[config.mk]
export PLATFORM = sky130hd
export DESIGN_NAME = fp_ci_master
export DESIGN_NICKNAME = d
export VERILOG_FILES = /design/src/rtl/fp_ci_master.sv
export SDC_FILE = /design/constraint.sdc
export NUM_CORES = 1
export LEC_CHECK = 0
export CAP_MARGIN = 10
export CORE_ASPECT_RATIO = 0.5
export CORE_MARGIN = 2
export CORE_UTILIZATION = 25
export DETAILED_ROUTE_END_ITERATION = 10
export GPL_ROUTABILITY_DRIVEN = 0
export GPL_TIMING_DRIVEN = 0
export SETUP_SLACK_MARGIN = 0.05
export SLEW_MARGIN = 10
export SYNTH_ARGS = -nofsm -noshare
export SYNTH_HDL_FRONTEND = slang
export SYNTH_SLANG_ARGS = --single-unit
export TNS_END_PERCENT = 100
[constraint.sdc]
create_clock -name clock -period 3.25 [get_ports clock]
set_input_delay 0.65 -clock clock [delete_from_list [all_inputs] [get_ports clock]]
set_output_delay 0.65 -clock clock [all_outputs]
set_load 0.01 [all_outputs]
[src/rtl/fp_ci_master.sv]
// Custom-instruction master: issues one operand pair to a multi-cycle FP unit and returns its result.
// Define FP_CI_MASTER_TIMEOUT_EN to abort WAIT after TIMEOUT_CYCLES cycles with a timeout response.
module fp_ci_master #(
    parameter int unsigned TIMEOUT_CYCLES = 16
) (
    input  logic        clock,
    input  logic        reset_n,
    input  logic        cmd_valid,
    output logic        cmd_ready,
    input  logic [31:0] cmd_dataa,
    input  logic [31:0] cmd_datab,
    output logic        rsp_valid,
    input  logic        rsp_ready,
    output logic [31:0] rsp_result,
    output logic        rsp_timeout,
    output logic        ci_clk_en,
    output logic [31:0] ci_dataa,
    output logic [31:0] ci_datab,
    input  logic [31:0] ci_result,
    input  logic        ci_done,
    output logic [15:0] op_count
);

    if (TIMEOUT_CYCLES < 1 || TIMEOUT_CYCLES > 255) begin : g_bad_timeout
        $error("fp_ci_master: TIMEOUT_CYCLES must be in 1..255");
    end

    typedef enum logic [1:0] {StIdle, StIssue, StWait, StResp} state_e;

    state_e      state_q;
    logic        ci_clk_en_q;
    logic        rsp_valid_q;
    logic [31:0] ci_dataa_q;
    logic [31:0] ci_datab_q;
    logic [31:0] rsp_result_q;
    logic [15:0] op_count_q;

`ifdef FP_CI_MASTER_TIMEOUT_EN
    localparam logic [7:0] TimeoutLast = 8'(TIMEOUT_CYCLES - 1);
    logic [7:0] wait_cnt_q;
    logic       rsp_timeout_q;
`endif

    always_ff @(posedge clock or negedge reset_n) begin
        if (!reset_n) begin
            state_q       <= StIdle;
            ci_clk_en_q   <= 1'b0;
            rsp_valid_q   <= 1'b0;
            ci_dataa_q    <= '0;
            ci_datab_q    <= '0;
            rsp_result_q  <= '0;
            op_count_q    <= '0;
`ifdef FP_CI_MASTER_TIMEOUT_EN
            wait_cnt_q    <= '0;
            rsp_timeout_q <= 1'b0;
`endif
        end else begin
            ci_clk_en_q <= 1'b0;
            unique case (state_q)
                StIdle: begin
                    if (cmd_valid) begin
                        ci_dataa_q  <= cmd_dataa;
                        ci_datab_q  <= cmd_datab;
                        ci_clk_en_q <= 1'b1;
                        state_q     <= StIssue;
                    end
                end
                StIssue: begin
`ifdef FP_CI_MASTER_TIMEOUT_EN
                    wait_cnt_q <= '0;
`endif
                    state_q <= StWait;
                end
                StWait: begin
                    // Done is checked first so it wins over a simultaneous timeout.
                    if (ci_done) begin
                        rsp_result_q  <= ci_result;
                        rsp_valid_q   <= 1'b1;
                        state_q       <= StResp;
`ifdef FP_CI_MASTER_TIMEOUT_EN
                        rsp_timeout_q <= 1'b0;
                    end else if (wait_cnt_q == TimeoutLast) begin
                        rsp_result_q  <= '0;
                        rsp_timeout_q <= 1'b1;
                        rsp_valid_q   <= 1'b1;
                        state_q       <= StResp;
                    end else begin
                        wait_cnt_q <= wait_cnt_q + 8'd1;
`endif
                    end
                end
                StResp: begin
                    if (rsp_ready) begin
                        rsp_valid_q <= 1'b0;
                        state_q     <= StIdle;
                        if (op_count_q != 16'hFFFF) begin
                            op_count_q <= op_count_q + 16'd1;
                        end
                    end
                end
                default: state_q <= StIdle;
            endcase
        end
    end

    assign cmd_ready  = (state_q == StIdle);
    assign ci_clk_en  = ci_clk_en_q;
    assign rsp_valid  = rsp_valid_q;
    assign ci_dataa   = ci_dataa_q;
    assign ci_datab   = ci_datab_q;
    assign rsp_result = rsp_result_q;
    assign op_count   = op_count_q;
`ifdef FP_CI_MASTER_TIMEOUT_EN
    assign rsp_timeout = rsp_timeout_q;
`else
    assign rsp_timeout = 1'b0;
`endif

endmodule

==> impl_metrics.json <==
{
  "grt.total_usage": 0.128,
  "gr-total-overflow": 0,
  "cts.sink_count": 116,
  "crit_path_end_kind": "output port",
  "hp-class": "input pin to asynchronous set/reset pin",
  "p_seq_frac": 0.332,
  "combinationalPowerShare": 0.402,
  "finalCritPeriodShare": 0.726,
  "synth_edf_count": 0,
  "tritoncts": "done",
  "mostFrequentLayoutCells": "214 x clkdlybuf4s50_1, 116 x dfrtp_1, 99 x mux2_2",
  "path_cells": "inv_1 -> ha_1 -> clkdlybuf4s50_1",
  "rows": 34,
  "core_sq_um": 17700,
  "num_vias": 3271,
  "drtIter0Drc": 113,
  "htreeDepth": 4,
  "final-setup-viol-count": 0,
  "die_x_microns": 196,
  "cts.clk_slew.worst_paths_ps": 60,
  "cp_max_fo": 4,
  "fin_util": 0.436,
  "syn_area_per_cell_sq_um": 14.9,
  "maxCapViolCount": 0,
  "cp.required_ps": 2600,
  "synth-seq-cells": 116,
  "drtAntennaViolNets": 0,
  "die-height_microns": 99.8,
  "status": "finished clean",
  "hold_ws_ps": 185,
  "slew_headroom": 0.616,
  "clockBufferDepth": 2,
  "io_pins": 217,
  "synthArstFlopShare": 1.00,
  "design_area_sq_um": 7690,
  "cts_setup_buffers": 0,
  "nets": 648,
  "dr.pass1.iters": 4,
  "wirelength_mm": 12.4,
  "skew_ps": 7.17,
  "drive_gt1_frac": 0.258,
  "numPortBuffers": 215,
  "finalMaxSlewViolations": 0,
  "switching_share": 0.286,
  "ys_types": 28,
  "post_dp_cell_area_sq_um": 7060,
  "tightest_slew_ps": 576,
  "ir_drop_mv": 0.390,
  "cts-resized-gates": 0,
  "synth_warnings": 0,
  "drc_errors": 0,
  "p_switching_mw": 2.12,
  "path_class": "flip-flop to output port",
  "p_leak_nw": 3.24,
  "nFillCells": 1639,
  "rsz0062_at_grt": "false",
  "grt_pass1_wl_mm": 19.3,
  "initial_core_util": 0.260,
  "min_period_ps": 2360,
  "netlist_area_sq_um": 4590,
  "diodes": 0,
  "clkPwrFrac": 0.266,
  "internal_power_mw": 5.27,
  "fmax_ghz": 0.424,
  "synthCells": 307,
  "final_common_cell": "clkdlybuf4s50_1",
  "clock_latency_ps": 400,
  "root_buffer": "clkbuf_16",
  "hold_viol_final": 0,
  "area_delta_synth_final_pct": 67.7,
  "grt_max_degree": 68,
  "drt-wirelength-per-cell_microns": 15.7,
  "synth_fp_nets": 413,
  "dp_hpwl_mm": 9.31,
  "powerDensity_nw_per_um2": 961,
  "cpPeakStageDelay_ps": 590,
  "dieArea_sq_um": 19500,
  "arrival_ps": 1710,
  "critPathLaunchType": "flip-flop",
  "antenna_found_initial": 0,
  "hold_buffers": 0,
  "slowest_stage": "clkdlybuf4s50_1",
  "grt_pass1_vias": 3568,
  "cts-buffers-inserted": 17,
  "ys_seq_area_frac": 0.633,
  "synth_ff_type": "dfrtp_1",
  "viasPerCell": 4.15
}
-- metal layers --
metal	track usage	wire length [microns]
met5	0	0
met4	0.0628	347
met3	0.0272	321
met2	0.234	6680
met1	0.146	5010
-- logic make-up after synthesis --
group                      after synthesis  synth area share
buffers and inverters                   18            0.0169
muxes                                  103             0.253
other                                    1          0.000817
DFF                                    116             0.633
AOI/OAI and AO/OA                        9            0.0117
adders and majority gates                5            0.0136
and+or+nand+nor                         46            0.0543
xor gates and xnor gates                 9            0.0172
-- final timing paths --
| kind | slack, ps | startpoint | to | cells after the start |
|---|---|---|---|---|
| max in group asynchronous | 2360 | reset_n | ci_dataa[0]$_DFFE_PN0P_ | 2 |
| worst min-delay path | 190 | reset_n | ci_dataa[13]$_DFFE_PN0P_ | 1 |
| min in group clock | 500 | rsp_result[0]$_DFFE_PN0P_ | rsp_result[0]$_DFFE_PN0P_ | 1 |
| worst min register to register | 500 | rsp_result[0]$_DFFE_PN0P_ | rsp_result[0]$_DFFE_PN0P_ | 1 |
| worst max register to register | 1180 | state_q[0]$_DFFE_PN0P_ | ci_datab[8]$_DFFE_PN0P_ | 6 |
| worst max-delay path | 890 | state_q[0]$_DFFE_PN0P_ | cmd_ready | 3 |
-- area by class of cell --
| cell class | instances | area [sq um] | share of cell area |
|---|---|---|---|
| flip-flops and latches | 116 | 2900 | 0.377 |
| clock inverters | 11 | 150 | 0.0195 |
| inverters | 7 | 26.3 | 0.00342 |
| repair buffers | 216 | 2180 | 0.284 |
| well taps | 234 | 293 | 0.0381 |
| clock buffers | 21 | 480 | 0.0625 |
| multi-input cells | 173 | 1610 | 0.209 |
| plain buffers | 11 | 51.3 | 0.00667 |
-- critical path, delay by kind of cell (launching register included) --
family	cells	cell delay [ps]
adders and majority gates	1	220
buffers and inverters	2	720
DFF	1	380
-- synth_stat cells (2+ instances only) --
cell | count | area, sq um
dfrtp_1 | 116 | 2900
mux2_2 | 99 | 1110
nand2_1 | 14 | 52.6
nor2_1 | 8 | 30.0
inv_1 | 7 | 26.3
nand3_1 | 6 | 30.0
xor2_1 | 6 | 52.6
buf_2 | 5 | 25.0
ha_1 | 5 | 62.6
nand4_1 | 5 | 31.3
o21ai_0 | 5 | 25.0
nor3_1 | 4 | 20.0
buf_1 | 3 | 11.3
mux2i_1 | 3 | 30.0
xnor2_1 | 3 | 26.3
a21oi_1 | 2 | 10.0
and3_1 | 2 | 12.5
and4_1 | 2 | 17.5
clkbuf_1 | 2 | 7.51
nor4_1 | 2 | 12.5
-- through the flow --
step	total power [mW]	worst slack, ps	TNS [ps]	std cells
5_1_grt	7.78	830	0	789
6_report	7.39	890	0	789
4_1_cts	7.52	868	0	789
3_5_place_dp	5.49	714	0	757
3_3_place_gp	5.44	-3300	-381840	756
2_1_floorplan	3.73	1500	0	307
-- state kept, by name (all words and copies together), names as in the netlist --
register / cells
op_count: 16
ci_clk_en: 1
ci_datab: 32
rsp_valid: 1
rsp_result: 32
ci_dataa: 32
state_q: 2
-- power groups by stage --
stage	registers [mW]	clock network (mW)	logic [mW]
3_3_place_gp	2.45	0	3.00
2_1_floorplan	2.77	0	0.955
3_5_place_dp	2.47	0	3.02
6_report	2.45	1.97	2.97
4_1_cts	2.46	2.03	3.03
5_1_grt	2.55	2.09	3.15
Power figures use the tool's default switching activity.
